==> config.mk <==
export PLATFORM = sky130hd
export DESIGN_NAME = mem_port_arbiter
export DESIGN_NICKNAME = d
export VERILOG_FILES = /design/src/rtl/mem_arb_pkg.sv /design/src/rtl/arb_rr2.sv /design/src/rtl/mem_port_arbiter.sv
export SDC_FILE = /design/constraint.sdc
export NUM_CORES = 1
export LEC_CHECK = 0
export CELL_PAD_IN_SITES_DETAIL_PLACEMENT = 0
export CELL_PAD_IN_SITES_GLOBAL_PLACEMENT = 1
export CORE_MARGIN = 1.5
export CORE_UTILIZATION = 10
export CTS_CLUSTER_DIAMETER = 120
export CTS_CLUSTER_SIZE = 40
export DETAILED_ROUTE_END_ITERATION = 8
export GPL_TIMING_DRIVEN = 0
export PLACE_DENSITY = 0.95
export SYNTH_ARGS = -nofsm -noshare
export SYNTH_HDL_FRONTEND = slang
export SYNTH_SLANG_ARGS = --single-unit
==> constraint.sdc <==
create_clock -name clk -period 2.4 [get_ports clk]
set_clock_uncertainty 0.2 [all_clocks]
set_input_delay 0.36 -clock clk [delete_from_list [all_inputs] [get_ports clk]]
set_output_delay 0.36 -clock clk [all_outputs]
set_load 0.05 [all_outputs]
==> src/rtl/mem_arb_pkg.sv <==
// Shared constants and types for the two-port RAM arbiter.
// Arbitration policy is selected in arb_rr2 by MEM_ARB_ROUND_ROBIN_EN.
package mem_arb_pkg;

  localparam int unsigned ADDR_W = 10;
  localparam int unsigned DATA_W = 32;

  typedef enum logic {
    PORT_FETCH = 1'b0,
    PORT_LSU   = 1'b1
  } port_id_t;

  typedef struct packed {
    logic     valid;
    port_id_t port;
  } rsp_t;

  // Maps a one-hot grant to the port it selects; an idle grant maps to PORT_FETCH.
  function automatic port_id_t gnt_to_port(input logic [1:0] gnt);
    return gnt[1] ? PORT_LSU : PORT_FETCH;
  endfunction

endpackage

==> src/rtl/arb_rr2.sv <==
// Two-input arbiter with one-hot grant.
// MEM_ARB_ROUND_ROBIN_EN selects round-robin; otherwise fixed priority with port 1 winning.
module arb_rr2
  import mem_arb_pkg::*;
(
`ifdef MEM_ARB_ROUND_ROBIN_EN
  input  logic       clk,
  input  logic       rst_n,
`endif
  input  logic [1:0] req,
  output logic [1:0] gnt
);

`ifdef MEM_ARB_ROUND_ROBIN_EN
  port_id_t last_q, last_d;

  always_ff @(posedge clk) begin
    if (!rst_n) begin
      last_q <= PORT_LSU;
    end else begin
      last_q <= last_d;
    end
  end

  always_comb begin
    gnt    = 2'b00;
    last_d = last_q;
    case (req)
      2'b01:   gnt = 2'b01;
      2'b10:   gnt = 2'b10;
      // On conflict the port that was not served most recently wins.
      2'b11:   gnt = (last_q == PORT_LSU) ? 2'b01 : 2'b10;
      default: gnt = 2'b00;
    endcase
    if (gnt != 2'b00) begin
      last_d = gnt_to_port(gnt);
    end
  end
`else
  always_comb begin
    gnt = 2'b00;
    case (req)
      2'b01:        gnt = 2'b01;
      2'b10, 2'b11: gnt = 2'b10;
      default:      gnt = 2'b00;
    endcase
  end
`endif

endmodule

==> src/rtl/mem_port_arbiter.sv <==
// Shares the single-port RAM between instruction fetch (port 0) and load/store (port 1).
// Define MEM_ARB_ROUND_ROBIN_EN for round-robin arbitration; default is fixed priority (port 1).
module mem_port_arbiter
  import mem_arb_pkg::*;
(
  input  logic              clk,
  input  logic              rst_n,

  input  logic              p0_req,
  input  logic              p0_we,
  input  logic [ADDR_W-1:0] p0_addr,
  input  logic [DATA_W-1:0] p0_wdata,
  output logic              p0_gnt,
  output logic              p0_rvalid,
  output logic [DATA_W-1:0] p0_rdata,

  input  logic              p1_req,
  input  logic              p1_we,
  input  logic [ADDR_W-1:0] p1_addr,
  input  logic [DATA_W-1:0] p1_wdata,
  output logic              p1_gnt,
  output logic              p1_rvalid,
  output logic [DATA_W-1:0] p1_rdata,

  output logic              ram_wr_en,
  output logic [ADDR_W-1:0] ram_addr,
  output logic [DATA_W-1:0] ram_wdata,
  input  logic [DATA_W-1:0] ram_rdata
);

  logic [1:0] req_vec;
  logic [1:0] gnt;
  rsp_t       rsp_q, rsp_d;
  logic       rsp_live;

  // Requests are masked during reset so no grant and no pointer movement can occur.
  assign req_vec = {p1_req, p0_req} & {2{rst_n}};

  arb_rr2 u_arb (
`ifdef MEM_ARB_ROUND_ROBIN_EN
    .clk   (clk),
    .rst_n (rst_n),
`endif
    .req   (req_vec),
    .gnt   (gnt)
  );

  assign p0_gnt = gnt[0];
  assign p1_gnt = gnt[1];

  always_comb begin
    ram_wr_en = 1'b0;
    ram_addr  = '0;
    ram_wdata = '0;
    case (gnt)
      2'b01: begin
        ram_wr_en = p0_we;
        ram_addr  = p0_addr;
        ram_wdata = p0_we ? p0_wdata : '0;
      end
      2'b10: begin
        ram_wr_en = p1_we;
        ram_addr  = p1_addr;
        ram_wdata = p1_we ? p1_wdata : '0;
      end
      default: ;
    endcase
  end

  always_comb begin
    rsp_d       = '{valid: 1'b0, port: PORT_FETCH};
    rsp_d.valid = (gnt != 2'b00) && !ram_wr_en;
    rsp_d.port  = gnt_to_port(gnt);
  end

  always_ff @(posedge clk) begin
    if (!rst_n) begin
      rsp_q <= '{valid: 1'b0, port: PORT_FETCH};
    end else begin
      rsp_q <= rsp_d;
    end
  end

  // Gating with rst_n keeps both response ports quiet for the whole reset window.
  assign rsp_live  = rsp_q.valid && rst_n;
  assign p0_rvalid = rsp_live && (rsp_q.port == PORT_FETCH);
  assign p1_rvalid = rsp_live && (rsp_q.port == PORT_LSU);
  assign p0_rdata  = p0_rvalid ? ram_rdata : '0;
  assign p1_rdata  = p1_rvalid ? ram_rdata : '0;

  a_gnt_excl: assert property (@(posedge clk) !(p0_gnt && p1_gnt));
  a_gnt0_req: assert property (@(posedge clk) p0_gnt |-> p0_req);
  a_gnt1_req: assert property (@(posedge clk) p1_gnt |-> p1_req);
  a_rv_excl:  assert property (@(posedge clk) !(p0_rvalid && p1_rvalid));

endmodule

==> results.py <==
metrics = {
    "layout": {
        "drive_gt1_share_pct": 32.97,
        "area_growth_pct": 240.3,
        "insertedDiodeCount": 0,
        "nets": 494,
        "registers.top_by_ff_count": "rsp_q",
        "top_flop_regs": "rsp_q: 2 flops",
        "largest_register_ffs": 2,
    },
    "placed_design": {
        "gp_congestion": 0.7399,
        "hpwl_after_dpl_mm": 5.564,
        "port_buffers": 232,
    },
    "clock_network": {
        "cts_hold_buf": 0,
        "postCtsSetupRepairBufs": 0,
        "cts_tree": "done",
        "cts_root_buffer": "clkbuf_8",
        "clockBufferDepth": 2,
        "clkTransAtPathRegs_ps": 30,
        "cts_max_level": 1,
        "cts_made_buffers": 3,
        "tritoncts_num_sinks": 2,
    },
    "global_route": {
        "antenna_found_initial": 0,
        "grt_pass1_vias": 1893,
        "largest_net_degree_at_the_start_of_global_routing": 11,
        "grt.overflow.total": 0,
        "grt_pass1_wl_mm": 8.280,
        "globalRouteTotalUtil_pct": 9.796,
    },
    "setup_path": {
        "timing.critical_path.max_delay_family": "buffers and inverters",
        "critical_path.max_stage_delay_ps": 550,
        "crit_fanout": 10,
        "timing.critical_path.required_ps": 1840,
        "critPathLaunchType": "primary input",
        "critical_path.slowest_cell": "dlygate4sd2_1",
        "timing.critical_path.to_type": "output pin",
        "critical_path.n_buffers_inverters": 3,
        "type_of_the_worst_setup_path": "primary input to output pin",
        "crit_arrival_ps": 1800,
        "cell_chain_critical_path": "clkdlybuf4s50_1 > and3b_2 > buf_2 > dlygate4sd2_1",
    },
    "timing": {
        "tightest_slew_ps": 504.6,
        "rsz0062_at_grt": "false",
        "fin_hold_ws_ps": 405.3,
        "min_period_over_period_pct": 98.23,
        "finalHoldViolations": 0,
        "period_minus_slack_ps": 2358,
        "setup_violations": 0,
        "max_freq_mhz": 424.2,
        "finalMaxSlewViolations": 0,
        "timing.max_slew.rel_slack_pct": 66.50,
    },
    "routing": {
        "wl_per_cell_um": 12.68,
        "detail_route.iter0.violations": 11,
        "dr.pass1.iters": 3,
        "via_density_per_instance": 3.887,
        "detail_route.drc_violations": 0,
        "finalWirelength_mm": 6.377,
        "via_count": 1955,
        "ant_nets": 0,
    },
    "outcome": {
        "status": "complete, no violations",
    },
    "logic_synthesis": {
        "share_of_yosys_cell_area_claimed_by_the_top_area_cell_type_pct": 41.15,
        "netlist_area_um2": 1003,
        "netlist_instances": 135,
        "count_of_synthesis_stage_warnings_from_yosys": 0,
        "synth_seq_cells": 2,
        "postSynthNetCount": 257,
        "synth_area_per_inst_um2": 7.433,
        "synthDistinctLibCells": 16,
        "synth_sequential_area_ratio_pct": 3.990,
        "top_cells_by_area_in_the_synthesized_netlist": "and2_1, a22o_1, buf_8",
        "synth.largest_area_cell": "and2_1",
    },
    "floorplan": {
        "std_cell_rows": 36,
        "die_w_um": 103.2,
        "top_level_ports": 233,
        "area_of_the_die_um2": 10640,
        "height_of_the_die_um": 103.2,
        "initial_utilization_pct": 10.27,
        "floorplan.core_area_um2": 9774,
    },
    "power": {
        "design_power_total_w": 0.0007117,
        "cellLeakagePower_nw": 1.522,
        "vdd.ir_drop.worst_mv": 0.08073,
        "p_per_area_nw_per_um2": 208.4,
    },
    "job": {
        "cap_viol_max_count": 0,
    },
    "min_path": {
        "min-delay-path-class": "primary input to flip-flop",
    },
}
layer usage:
layer	GRT usage [%]	wire (um)
met1	9.190	2135
met2	19.69	3330
met3	4.301	902
met4	1.663	9
met5	0	0
synth_stat cells (all sizes together):
cell type / n
and2: 66
a22o: 42
buf: 12
clkbuf: 4
and3: 2
and3b: 2
dfxtp: 2
and4b: 1
nor2b: 1
nor3b: 1
o21a: 1
or2: 1
worst paths after layout:
path / from / end / cells after the start
worst max-delay path: p0_req / p0_gnt / 4
worst min-delay path: p1_req / rsp_q[0] / 2
stage by stage:
step                      instances  utilization (%)  setup TNS, ps  setup slack [ps]  instance area (um^2)
final                           503            34.93              0             42.38                  3415
after global routing            503            34.93              0           0.03697                  3415
after detailed placement        500            35.73         -69900            -779.5                  3492
after global placement          500            35.73         -69030            -771.3                  3492
after CTS                       503            34.41              0            0.5869                  3363
after floorplan                 135                -              0             446.4                  1003
report_power, final:
| group | switching (W) | total [W] | internal, W |
|---|---|---|---|
| Combinational | 0.000271 | 0.000544 | 0.000273 |
| Clock | 0.0000255 | 0.000132 | 0.000106 |
| Sequential | 0.000000602 | 0.0000360 | 0.0000354 |
| Total | 0.000298 | 0.000712 | 0.000414 |
kinds of logic after synthesis:
kind of cell | synth area share [%]
AO/OA/AOI/OAI | 37.41
buffers and inverters | 11.35
flip-flops | 3.990
AND/OR/NAND/NOR | 47.26
layout by cell type, fill, tap and decap left out, drive strengths merged:
cell	Yosys	final
and4b	1	1
nor2b	1	1
o21a	1	1
a22o	42	42
and3	2	2
clkdlybuf4s50	0	119
nor3b	1	1
buf	12	38
and3b	2	2
clkdlybuf4s18	0	5
clkbuf	4	31
clkdlybuf4s15	0	46
or2	1	1
dlygate4sd2	0	12
and2	66	66
dfxtp	2	2
layout make-up:
cell class,count,area [um^2]
Tap cell,133,166.4
Sequential cell,2,40.04
Clock buffer,3,41.29
Fill cell,1040,6360
Timing Repair Buffer,232,2191
Multi-Input combinational cell,117,852.1
Buffer,16,123.9
what timing repair did:
action | 4_1_cts | 5_1_grt
pin swaps | 0 | 0
setup endpoints to repair | 111 | 31
resized for setup | 424 | 34
Power figures use the tool's default switching activity.
